### src/rtl/fetch_stage_if.sv
// ---------------------------------------------------------------------------
// fetch_stage_if
// Instruction-memory read bus between the fetch stage and instruction memory.
//
// Signals:
//   mem_rd     fetch -> mem  read strobe, high for the whole outstanding read
//   mem_addr   fetch -> mem  16-bit read address (the current pc)
//   mem_rdata  mem -> fetch  16-bit read data, valid in the mem_ack cycle
//   mem_ack    mem -> fetch  read completion, only meaningful while mem_rd=1
//
// Modports:
//   master  used by the fetch stage
//   slave   used by the instruction memory (or a testbench model of it)
// ---------------------------------------------------------------------------
interface fetch_stage_if;
  logic        mem_rd;
  logic [15:0] mem_addr;
  logic [15:0] mem_rdata;
  logic        mem_ack;

  modport master (
    output mem_rd,
    output mem_addr,
    input  mem_rdata,
    input  mem_ack
  );

  modport slave (
    input  mem_rd,
    input  mem_addr,
    output mem_rdata,
    output mem_ack
  );
endinterface

### src/rtl/fetch_stage.sv
// ---------------------------------------------------------------------------
// fetch_stage
// Instruction fetch unit: owns the program counter and the instruction
// register. A fetch is requested from IDLE, the read is held open in WAIT
// until memory acknowledges, and DONE flags a freshly loaded instruction for
// one cycle. The control FSM can overwrite the pc at any time (jump / bne).
//
// Ports:
//   clk            sole clock, rising edge
//   rst            synchronous active-high reset
//   fetch_req      request a fetch (looked at only in IDLE)
//   pc_write       unconditional pc load from jump_target
//   pc_write_cond  pc load from jump_target when alu_zero==0
//   alu_zero       ALU zero flag qualifying pc_write_cond
//   jump_target    16-bit pc load value
//   mem            fetch_stage_if.master instruction-memory read bus
//   inst           instruction register
//   opcode         inst[3:0]
//   inst_valid     one-cycle pulse, inst holds a newly fetched instruction
//   busy           high whenever not IDLE
//   pc             program counter
//   fetch_err      sticky fetch-timeout flag
//
// Configuration:
//   FETCH_TIMEOUT_EN  when defined, a read that sees no mem_ack for 16
//                     consecutive WAIT cycles is abandoned and fetch_err is
//                     set. When undefined, WAIT lasts until mem_ack and
//                     fetch_err is tied to 0.
// ---------------------------------------------------------------------------
module fetch_stage (
  input  logic                 clk,
  input  logic                 rst,
  input  logic                 fetch_req,
  input  logic                 pc_write,
  input  logic                 pc_write_cond,
  input  logic                 alu_zero,
  input  logic [15:0]          jump_target,
  fetch_stage_if.master        mem,
  output logic [15:0]          inst,
  output logic [3:0]           opcode,
  output logic                 inst_valid,
  output logic                 busy,
  output logic [15:0]          pc,
  output logic                 fetch_err
);

  localparam logic [1:0] ST_IDLE = 2'd0;
  localparam logic [1:0] ST_WAIT = 2'd1;
  localparam logic [1:0] ST_DONE = 2'd2;

  logic [1:0] state;
  logic [1:0] state_next;
  logic       ack_taken;
  logic       pc_load;
  logic       timeout;

  // mem_ack only counts while the read is actually outstanding
  assign ack_taken = (state == ST_WAIT) && mem.mem_ack;
  assign pc_load   = pc_write || (pc_write_cond && !alu_zero);

`ifdef FETCH_TIMEOUT_EN
  logic [3:0] timeout_cnt;

  // Counter value 15 with no ack means this is the 16th silent WAIT cycle;
  // an ack in the same cycle still completes the fetch normally.
  assign timeout = (state == ST_WAIT) && !mem.mem_ack && (timeout_cnt == 4'hF);

  always_ff @(posedge clk) begin
    if (rst) begin
      timeout_cnt <= 4'h0;
      fetch_err   <= 1'b0;
    end else begin
      if (state == ST_IDLE && fetch_req) begin
        timeout_cnt <= 4'h0;
      end else if (state == ST_WAIT && !mem.mem_ack) begin
        timeout_cnt <= timeout_cnt + 4'h1;
      end
      if (timeout) begin
        fetch_err <= 1'b1;
      end
    end
  end
`else
  assign timeout   = 1'b0;
  assign fetch_err = 1'b0;
`endif

  always_comb begin
    state_next = state;
    case (state)
      ST_IDLE: if (fetch_req) state_next = ST_WAIT;
      ST_WAIT: begin
        if (mem.mem_ack) begin
          state_next = ST_DONE;
        end else if (timeout) begin
          state_next = ST_IDLE;
        end
      end
      ST_DONE: state_next = ST_IDLE;
      default: state_next = ST_IDLE;
    endcase
  end

  // A control load outranks the fetch increment, but the IR still captures
  // the returning instruction in the same edge.
  always_ff @(posedge clk) begin
    if (rst) begin
      state <= ST_IDLE;
      pc    <= 16'h0000;
      inst  <= 16'h0000;
    end else begin
      state <= state_next;
      if (pc_load) begin
        pc <= jump_target;
      end else if (ack_taken) begin
        pc <= pc + 16'd2;
      end
      if (ack_taken) begin
        inst <= mem.mem_rdata;
      end
    end
  end

  assign mem.mem_rd   = (state == ST_WAIT);
  assign mem.mem_addr = pc;
  assign opcode       = inst[3:0];
  assign inst_valid   = (state == ST_DONE);
  assign busy         = (state != ST_IDLE);

endmodule
### src/flat_wrapper.sv
// flat-port wrapper written by rule: the top's interface ports become plain ports
module fetch_stage_flat 
  (clk, rst, fetch_req, pc_write, pc_write_cond, alu_zero, jump_target, inst, opcode, inst_valid, busy, pc, fetch_err, mem_mem_rd, mem_mem_addr, mem_mem_rdata, mem_mem_ack);
  fetch_stage_if mem_i ();
  input  logic clk;
  input  logic rst;
  input  logic fetch_req;
  input  logic pc_write;
  input  logic pc_write_cond;
  input  logic alu_zero;
  input  logic [15:0] jump_target;
  output logic [15:0] inst;
  output logic [3:0] opcode;
  output logic inst_valid;
  output logic busy;
  output logic [15:0] pc;
  output logic fetch_err;
  output wire logic [$bits(mem_i.mem_rd)-1:0] mem_mem_rd;
  output wire logic [$bits(mem_i.mem_addr)-1:0] mem_mem_addr;
  input wire logic [$bits(mem_i.mem_rdata)-1:0] mem_mem_rdata;
  input wire logic [$bits(mem_i.mem_ack)-1:0] mem_mem_ack;
  assign mem_mem_rd = mem_i.mem_rd;
  assign mem_mem_addr = mem_i.mem_addr;
  assign mem_i.mem_rdata = mem_mem_rdata;
  assign mem_i.mem_ack = mem_mem_ack;
  fetch_stage u_core (.clk(clk), .rst(rst), .fetch_req(fetch_req), .pc_write(pc_write), .pc_write_cond(pc_write_cond), .alu_zero(alu_zero), .jump_target(jump_target), .mem(mem_i), .inst(inst), .opcode(opcode), .inst_valid(inst_valid), .busy(busy), .pc(pc), .fetch_err(fetch_err));
endmodule
### config.mk
export PLATFORM = sky130hd
export DESIGN_NAME = fetch_stage_flat
export DESIGN_NICKNAME = d
export VERILOG_FILES = /design/src/rtl/fetch_stage_if.sv /design/src/rtl/fetch_stage.sv /design/src/flat_wrapper.sv
export SDC_FILE = /design/constraint.sdc
export NUM_CORES = 1
export LEC_CHECK = 0
export ABC_AREA = 1
export CORE_MARGIN = 5
export CORE_UTILIZATION = 36
export CTS_CLUSTER_SIZE = 8
export DETAILED_ROUTE_END_ITERATION = 8
export PLACE_DENSITY = 0.79
export SYNTH_ARGS = -nofsm -noshare
export SYNTH_HDL_FRONTEND = slang
export SYNTH_SLANG_ARGS = --single-unit
### constraint.sdc
create_clock -name clk -period 1.2 [get_ports clk]
set_input_delay 0.18 -clock clk [delete_from_list [all_inputs] [get_ports clk]]
set_output_delay 0.18 -clock clk [all_outputs]
set_load 0.02 [all_outputs]
# Word-level counts from Yosys, hierarchy flattened
# Cells that the tools add are included.
# W data, S select, Z words.
# totals
regBits	34
in_bits	39
# op_classes
addsub	1
n_eq_ne	4
n_mux	5
n_reduce_logical	8
# ops
op	n
$mux W16	2
$add A16 B2 Y16 const B	1
$mux W2	2
$pmux W2 S2	1
$reduce_bool A2 Y1	2
$eq A2 B1 Y1 const B	1
$eq A2 B2 Y1 const B	1
$logic_and A1 B1 Y1	2
$logic_not A2 Y1	1
$ne A2 B1 Y1 const B	1
$ne A2 B2 Y1 const B	1
$reduce_and A2 Y1	1
$logic_not A1 Y1	1
$logic_or A1 B1 Y1	1

# Longest topological paths before layout
# Gate-level depths: netlist of run 1.
# depth
word_depth	4
ltp_mapped	9
mapped_depth_nobuf	9

# Worst setup path after synthesis of run 1
# Ideal clock, no wire load.
# synth_path
path_kind	flip-flop to flip-flop
from	reg u_core.pc[2] (netlist: u_core.mem.mem_addr[2])
to	reg u_core.pc[9] (netlist: u_core.mem.mem_addr[9])
setup_ns	0.130
arrival_ns	1.363
t_required_ns	1.070
path_slack_ns	-0.293
stages_incl_launch_ff	9
path_buffers	0
period_less_slack_ns	1.493
cell_sequence	dfxtp_1 > ha_1 > nand2_1 > nor2_2 > nand2_1 > o211ai_1 > nand2_1 > nor2_1 > nor2_1
# synth_between
elab_chain_len	3
# synth_lines
item	line_no	text
from (decl)	fetch_stage.sv:43	output logic [15:0] pc,
from (signal assigned)	fetch_stage.sv:114	pc <= jump_target;
from (signal assigned)	fetch_stage.sv:116	pc <= pc + 16'd2;
$add A16 B2 Y16	fetch_stage.sv:116	
$mux W16	fetch_stage.sv:115	end else if (ack_taken) begin
$mux W16	fetch_stage.sv:113	if (pc_load) begin
# Every way passes these cells. The select of a mux whose other input is x is not followed.
# A chain may end at the register's enable or synchronous reset.

# Worst setup path in the final report of run 1
# Ends and elaborated chain as after synthesis.

==> flow_summary.toml, run 1 <==
[outcome]
status = "complete, but fails checks"
violations = "setup timing"

[clock_tree]
cts.sinks = 34
htree_levels = 2
cts_tree = "built"
cts_buffers = 5
clockBufferDepth = 2
root_buffer = "clkbuf_8"
clkTransAtPathRegs_ns = 0.07
clock_latency_ns = 0.29

[power]
vdd_drop_max_uv = 463
p_int_mw = 2.32
switching_share_pct = 29.9
p_leak_nw = 1.49
p_comb_share_pct = 28.6
seq_power_share_pct = 38.2
power.density_mw_per_mm2 = 953
finalPower_mw = 3.31
power_switching_uw = 988
p_clk_share_pct = 33.2

[timing]
finalClockSkew_ns = 0.00559
fmax_mhz = 706
finalSetupViolations = 15
period_minus_slack_ns = 1.42
drv_slew = 0
rsz0062_at_grt = "true"
fin_crit_sh_pct = 118
finalWorstSetupSlack_ns = -0.217
hold_viol = 0

[synth]
syn_inst = 275
async_reset_ff_share_pct = 0
synthFlopType = "dfxtp_1"
synth_area_sq_mm = 0.00189
synth_cell_type_count = 29
yosys_warnings = 0
ys_seq_area_share_pct = 36.1
synth_edf_count = 0
synth_area_per_cell_sq_um = 6.86
ys_ff_latch = 34
syn_nets = 315

[placement]
hpwl_mm = 4.33
dpl_cell_area_sq_mm = 0.00298
io_buffers = 93
pre_cts_ws_ns = -0.390
gp_congestion = 0.893

[floorplan]
placementRows = 26
initial_core_util_pct = 36.9
coreArea_sq_mm = 0.00511
die_area_sq_mm = 0.00679
die_w_um = 82.4
die_h_um = 82.4
pin_count = 95

[detailed_routing]
vias = 2342
initialDrtViolationCount = 172
wl_per_cell_um = 15.3
avgViaCountPerCell = 5.04
ant_nets = 0
firstDrtPassIters = 4
remaining_drc_errors = 0
wl_mm = 7.13

[cells_and_area]
final_area_sq_mm = 0.00347
finish.utilization_pct = 67.9
num_antenna_cells = 0
area_delta_synth_final_pct = 83.9
drive_gt1_share_pct = 37.0
layout.nets = 435
most-common-layout-cells = "nand2_1 (68), clkdlybuf4s50_1 (37), buf_4 (36), dlygate4sd2_1 (23), a21oi_1 (21)"
final_common_cell = "nand2_1"

[critical_path]
crit_slowest_cell = "dfxtp_4"
arrival_ns = 1.59
critPathMaxStageDelay_ns = 0.38
cp-end-kind = "register"
cp_common_cell = "nor2_1"
crit_required_ns = 1.38
criticalPathCategory = "register to register"
path_cells = "ha_4 > nand2_4 > nor2_4 > nand2_2 > o211ai_1 > nand2_1 > nor2_1 > nor2_1"
cp-start-kind = "register"
worstPathMaxFanout = 3

[grt]
grt_pass1_vias = 2266
grt_pass1_wl_mm = 10.2
grt-ovfl-total = 0
grt_max_degree = 19
antenna_found_initial = 0
grt.total_usage_pct = 19.0

[flow_run]
max-cap-violations = 0

[worst_hold_path]
hold_class = "input port to register"
-- layer usage --
metal / wire [um] / global-route usage (%)
met2: 3790 / 33.2
met1: 2600 / 23.2
met4: 231 / 6.98
met3: 504 / 3.15
met5: 0 / 0
-- per-stage QoR --
step | hold slack (ns) | instances | TNS (ns)
2_1_floorplan | 0.259 | 275 | -0.204
3_3_place_gp | 0.451 | 439 | -8.51
3_5_place_dp | 0.459 | 439 | -9.35
4_1_cts | 0.376 | 454 | -0.558
5_1_grt | 0.401 | 465 | -2.48
6_report | 0.376 | 465 | -1.39
-- synthesized netlist by cell type (3+ instances only) --
cell type | count | area, sq um
nor2_1 | 31 | 116
clkbuf_1 | 4 | 15.0
inv_1 | 17 | 63.8
buf_4 | 22 | 165
nand2_1 | 79 | 297
buf_6 | 4 | 45.0
nand2_2 | 3 | 18.8
a31oi_1 | 5 | 31.3
nand3_1 | 16 | 80.1
o21ai_0 | 4 | 20.0
nor3_1 | 3 | 15.0
dfxtp_1 | 34 | 681
nor2_2 | 5 | 31.3
nand4_1 | 6 | 37.5
o211ai_1 | 4 | 30.0
a21oi_1 | 22 | 110
-- cell type report --
class                           instances  area [sq um]
Tap cell                               70          87.6
Sequential cell                        34           718
Inverter                               19          86.3
Clock inverter                          1          30.0
Clock buffer                            6          82.6
Fill cell                             416          1640
Multi-Input combinational cell        191          1120
Timing Repair Buffer                  144          1340
-- final timing paths --
kind	start	endpoint	slack, ns	depth (start not counted)
worst max-delay path	u_core.mem.mem_addr[2]$_SDFFE_PP0P_	u_core.mem.mem_addr[9]$_SDFFE_PP0P_	-0.22	8
worst min register to register	u_core.inst[5]$_SDFFE_PP0P_	u_core.inst[5]$_SDFFE_PP0P_	0.47	2
worst max register to register	u_core.mem.mem_addr[2]$_SDFFE_PP0P_	u_core.mem.mem_addr[9]$_SDFFE_PP0P_	-0.22	8
worst min-delay path	mem_mem_ack	u_core.state[0]$_SDFFE_PP0P_	0.38	4
-- sequential cells by signal, summed over array words and instances (netlist names) --
signal,count
u_core.inst,16
u_core.mem.mem_addr,16
u_core.state,2
-- cells by family (layout without fill, tap and decap cells) --
| group | Yosys count | after routing | share of synthesized area, % |
|---|---|---|---|
| AOI/OAI and AO/OA | 40 | 40 | 12.3 |
| adders and majority gates | 1 | 1 | 0.663 |
| buffers and inverters | 51 | 170 | 16.4 |
| DFF | 34 | 34 | 36.1 |
| other | 1 | 1 | 0.199 |
| and+or+nand+nor | 148 | 149 | 34.4 |
-- power groups by stage --
stage | clock, mW | sequential (mW) | combinational, mW
2_1_floorplan | 0 | 1.36 | 0.358
3_3_place_gp | 0 | 1.28 | 0.832
3_5_place_dp | 0 | 1.29 | 0.843
4_1_cts | 1.12 | 1.26 | 0.813
5_1_grt | 1.16 | 1.27 | 1.01
6_report | 1.10 | 1.26 | 0.944
-- worst max-delay path, delay by kind of cell (launching register included) --
| kind | cells | cell delay [ns] |
|---|---|---|
| compound gates | 1 | 0.21 |
| fa+ha+maj | 1 | 0.18 |
| flops | 1 | 0.38 |
| simple gates | 6 | 0.53 |
-- timing repair --
item                                   CTS  global route
cloned                                   0             4
setup endpoints to repair               82            55
endpoints found under the hold margin    0             0
pin swaps                               15            33
hold buffers                             0             0
setup buffers                            8             9
gates resized for setup                121            82
Power figures use the tool's default switching activity.
==> run 2, diff against run 1 <==
clock period = 1.3 ns   (was 1.2 ns; I/O delays follow)
==> run 2 against run 1 <==
The flow now finishes without violations. Core utilization down 8.4 points. Wire length down 19%. Global-route usage down 2.5 points. Non-clock buffer count down 19. Die area unchanged. Largest cell class unchanged. Highest routed layer unchanged.
==> flow_summary.toml, run 2 (same netlist as run 1, synthesis figures left out) <==
[outcome]
status = "complete, no violations"

[grt]
busiest_layer = "met2"
grt_max_degree = 19
grt_pass1_wl_mm = 8.78
use_met2_pct = 28.7
grt.total_usage_pct = 16.5
use_met1_pct = 20.3
grt_pass1_vias = 1989
antenna_found_initial = 0
grt-ovfl-total = 0
use_met3_pct = 2.60

[floorplan]
die_h_um = 82.4
initial_core_util_pct = 36.9
die_area_sq_mm = 0.00679
pin_count = 95
placementRows = 26
die_w_um = 82.4
coreArea_sq_mm = 0.00511

[timing]
fin_crit_sh_pct = 98.9
drv_slew = 0
tns_ns = 0
rsz0062_at_grt = "true"
finalClockSkew_ns = 0.00535
period_minus_slack_ns = 1.29
fmax_mhz = 778
finalSetupViolations = 0
hold_viol = 0
finalWorstSetupSlack_ns = 0.0145

[cells_and_area]
most-common-layout-cells = "nand2_1 (75), dlygate4sd2_1 (45), clkdlybuf4s50_1 (38), buf_4 (30), nor2_1 (27)"
final_common_cell = "nand2_1"
finish.utilization_pct = 59.5
layout.nets = 415
num_antenna_cells = 0
area_delta_synth_final_pct = 61.1
drive_gt1_share_pct = 21.1
final_cell_count_no_fill = 445
n_fill_cell = 494

[clock_tree]
cts_tree = "built"
root_buffer = "clkbuf_8"
cts.sinks = 34
clock_latency_ns = 0.28
clockBufferDepth = 2
htree_levels = 2
clkTransAtPathRegs_ns = 0.07
ctsHoldBuffers = 0
cts_buffers = 5

[detailed_routing]
avgViaCountPerCell = 4.69
initialDrtViolationCount = 114
remaining_drc_errors = 0
firstDrtPassIters = 4
ant_nets = 0
wl_per_cell_um = 13.0
wl_mm = 5.78
vias = 2087

[critical_path]
crit_required_ns = 1.48
reg2regPathDepth = 9
arrival_ns = 1.46
worstPathMaxFanout = 4
critPathLaunch = "u_core.mem.mem_addr[2]$_SDFFE_PP0P_"
cp-start-kind = "register"
r2r_end = "u_core.mem.mem_addr[13]$_SDFFE_PP0P_"
rrSetupSlack_ns = 0.01
cp-end-kind = "register"
criticalPathCategory = "register to register"
r2r_start = "u_core.mem.mem_addr[2]$_SDFFE_PP0P_"
crit_end = "u_core.mem.mem_addr[13]$_SDFFE_PP0P_"

[power]
switching_share_pct = 31.2
power_switching_uw = 817
p_int_mw = 1.80
p_comb_share_pct = 27.0
vdd_drop_max_uv = 531
seq_power_share_pct = 44.5
p_leak_nw = 1.36
p_clk_share_pct = 28.5
power.density_mw_per_mm2 = 860

[placement]
hpwl_mm = 4.41
dp_cells = 436
io_buffers = 93
gp_congestion = 0.846
pre_cts_ws_ns = -0.228

[worst_hold_path]
hp-start = "u_core.inst[8]$_SDFFE_PP0P_"
hold_class = "register to register"

[flow_run]
max-cap-violations = 0
[run 2: metrics by stage]
stage	total power [mW]	hold WS, ns	area, sq um
2_1_floorplan	1.58	0.274	1910
3_3_place_gp	1.94	0.451	2950
3_5_place_dp	1.95	0.454	2950
4_1_cts	2.62	0.461	2980
5_1_grt	2.73	0.470	3040
6_report	2.61	0.463	3040
[run 2: power by group through the flow]
stage | Sequential (mW) | Clock [mW] | Combinational [mW]
2_1_floorplan | 1.25 | 0 | 0.328
3_3_place_gp | 1.19 | 0 | 0.754
3_5_place_dp | 1.19 | 0 | 0.761
4_1_cts | 1.16 | 0.757 | 0.701
5_1_grt | 1.17 | 0.799 | 0.761
6_report | 1.16 | 0.744 | 0.706
[run 2: cell type report]
class / count / area [sq um] / share of cell area, %
Timing Repair Buffer: 125 / 1130 / 37.2
Multi-Input combinational cell: 190 / 968 / 31.9
Sequential cell: 34 / 699 / 23.0
Tap cell: 70 / 87.6 / 2.88
Inverter: 19 / 73.8 / 2.43
Clock buffer: 5 / 68.8 / 2.26
Clock inverter: 2 / 10.0 / 0.329
[run 2: layer usage]
metal | wire (um) | vias up
li1 | - | 1066
met1 | 2460 | 952
met2 | 2950 | 61
met3 | 294 | 8
met4 | 82 | 0
met5 | 0 | -
[run 2: how the worst min path moves through the flow]
stage	to	slack, ns	cells after the start
6_report	u_core.inst[8]$_SDFFE_PP0P_	0.46	2
5_1_grt	u_core.inst[1]$_SDFFE_PP0P_	0.47	3
4_1_cts	u_core.inst[1]$_SDFFE_PP0P_	0.46	3
3_5_place_dp	u_core.inst[15]$_SDFFE_PP0P_	0.45	2
3_3_place_gp	u_core.inst[15]$_SDFFE_PP0P_	0.45	2
2_1_floorplan	u_core.state[1]$_SDFFE_PP0P_	0.27	1
[run 2: what timing repair did]
| action | in CTS | in global routing |
|---|---|---|
| gates resized for setup | 71 | 21 |
| endpoints found under the hold margin | 0 | 0 |
| endpoints found under the setup margin | 59 | 30 |
| pin swaps | 1 | 8 |
| setup buffers | 0 | 2 |
[run 2: critical path, cell delays in order (launching register included)]
cell and delay, ns:
dfxtp_4 0.38, ha_4 0.15, nand2_4 0.07, nor2_4 0.14, buf_4 0.12, nand3_1 0.07
nand2_1 0.07, nand3_1 0.06, nand2_1 0.08, a21oi_2 0.05
==> run 3, diff against run 2 <==
--- a/config.mk
+++ b/config.mk
@@ -9,7 +9,8 @@
 export CORE_MARGIN = 5
 export CORE_UTILIZATION = 36
-export CTS_CLUSTER_SIZE = 8
+export CTS_CLUSTER_SIZE = 40
 export DETAILED_ROUTE_END_ITERATION = 8
 export PLACE_DENSITY = 0.79
+export SLEW_MARGIN = 20
 export SYNTH_ARGS = -nofsm -noshare
 export SYNTH_HDL_FRONTEND = slang
==> constraint.sdc (replaced) <==
create_clock -name clk -period 1.3 [get_ports clk]
set_input_delay 0.26 -clock clk [delete_from_list [all_inputs] [get_ports clk]]
set_output_delay 0.26 -clock clk [all_outputs]
set_load 0.02 [all_outputs]
==> run 3 against run 2 <==
The run now ends with setup timing left. Setup slack worse by 0.035 ns. Die area unchanged. Hold slack worse by 0.021 ns.
==> flow_summary.toml, run 3 (same netlist as run 1, synthesis figures left out) <==
[cells_and_area]
final_area_sq_mm = 0.00312
finish.utilization_pct = 61.1
seqCellArea_sq_um = 706
layout.nets = 422
n_fill_cell = 475
multi_input_area_sq_um = 990
final_common_cell = "nand2_1"
most-common-layout-cells = "nand2_1 (74), clkdlybuf4s50_1 (36), buf_4 (34), dlygate4sd2_1 (25)"
num_antenna_cells = 0
area_delta_synth_final_pct = 65.5
drive_gt1_share_pct = 28.7

[critical_path]
arrival_ns = 1.55
cp-end-kind = "register"
criticalPathCategory = "register to register"
cp-start-kind = "register"
critPathLaunch = "u_core.mem.mem_addr[1]$_SDFFE_PP0P_"
crit_required_ns = 1.53
r2r_start = "u_core.mem.mem_addr[1]$_SDFFE_PP0P_"
worstPathMaxFanout = 5

[outcome]
status = "complete, but fails checks"
violations = "setup timing"

[clock_tree]
cts_tree = "built"
clock_latency_ns = 0.29
clockBufferDepth = 2
root_buffer = "clkbuf_8"
htree_levels = 2
cts.sinks = 34
ctsHoldBuffers = 0
cts_buffers = 5
clkTransAtPathRegs_ns = 0.08

[timing]
period_minus_slack_ns = 1.32
rsz0062_at_grt = "true"
drv_slew = 0
finalWorstSetupSlack_ns = -0.0205
hold_viol = 0
fin_crit_sh_pct = 102
finalClockSkew_ns = 0.00540
fmax_mhz = 757
finalSetupViolations = 1

[detailed_routing]
initialDrtViolationCount = 120
vias = 2177
remaining_drc_errors = 0
ant_nets = 0
avgViaCountPerCell = 4.81
wl_mm = 6.01
wl_per_cell_um = 13.3
firstDrtPassIters = 4

[grt]
grt_pass1_wl_mm = 9.32
grt_max_degree = 19
antenna_found_initial = 0
grt_pass1_vias = 2110
grt-ovfl-total = 0
grt.total_usage_pct = 17.6

[placement]
dpl_cell_area_sq_mm = 0.00297
hpwl_mm = 4.44
io_buffers = 93
gp_congestion = 0.827

[floorplan]
die_w_um = 82.4
initial_core_util_pct = 36.9
coreArea_sq_mm = 0.00511
die_h_um = 82.4
placementRows = 26
pin_count = 95
die_area_sq_mm = 0.00679

[power]
power.density_mw_per_mm2 = 882
vdd_drop_max_uv = 417
p_leak_nw = 1.36

[flow_run]
max-cap-violations = 0

[worst_hold_path]
hp-start = "mem_mem_ack"
hold_class = "input port to register"
==> run 3: timing repair <==
action | CTS | global route
hold endpoints to repair | 0 | 0
setup buffers | 0 | 7
endpoints found under the setup margin | 63 | 54
pin swaps | 2 | 9
resized for setup | 89 | 59
==> run 3: layout make-up <==
| class | count | area share [%] |
|---|---|---|
| multi-input combinational | 190 | 31.7 |
| clock buffer | 6 | 2.64 |
| inverter | 19 | 2.44 |
| tap | 70 | 2.80 |
| timing repair buffer | 132 | 37.4 |
| clock inverter | 2 | 0.401 |
| sequential | 34 | 22.6 |
==> run 3: per-layer routing <==
layer	wire length (um)	GRT usage (%)
met5	0	0
met4	142	7.48
met3	333	3.15
met2	3110	30.6
met1	2420	21.2
==> run 3: power by group <==
group          switching (mW)  leakage (nW)  internal, mW
sequential             0.0585         0.284          1.10
clock                   0.427        0.0472         0.426
combinational           0.386          1.03         0.358
==> run 3: critical path, stage by stage, from the launching register on <==
cell and delay (ns):
dfxtp_4 0.38, ha_4 0.16, nand2_4 0.07, nor3_2 0.26, inv_1 0.09, nor2_1 0.15, nor2_1 0.06, nor2_1 0.08
==> run 3: path summary, 6_finish.rpt <==
kind	slack, ns	to	depth (start not counted)
max	-0.02	u_core.mem.mem_addr[9]$_SDFFE_PP0P_	7
min	0.44	u_core.state[0]$_SDFFE_PP0P_	4
max reg2reg	-0.02	u_core.mem.mem_addr[9]$_SDFFE_PP0P_	7
min reg2reg	0.47	u_core.inst[11]$_SDFFE_PP0P_	2
==> run 3: through the flow <==
step	cells	power (mW)	hold WS (ns)	TNS [ns]	worst slack, ns
floorplan	275	1.58	0.339	0	0.00381
global placement	439	1.95	0.452	-6.85	-0.275
detailed placement	439	1.96	0.456	-7.72	-0.300
CTS	447	2.74	0.446	0	0.00213
global route	453	2.89	0.480	-0.578	-0.136
finish	453	2.75	0.442	-0.0205	-0.0205
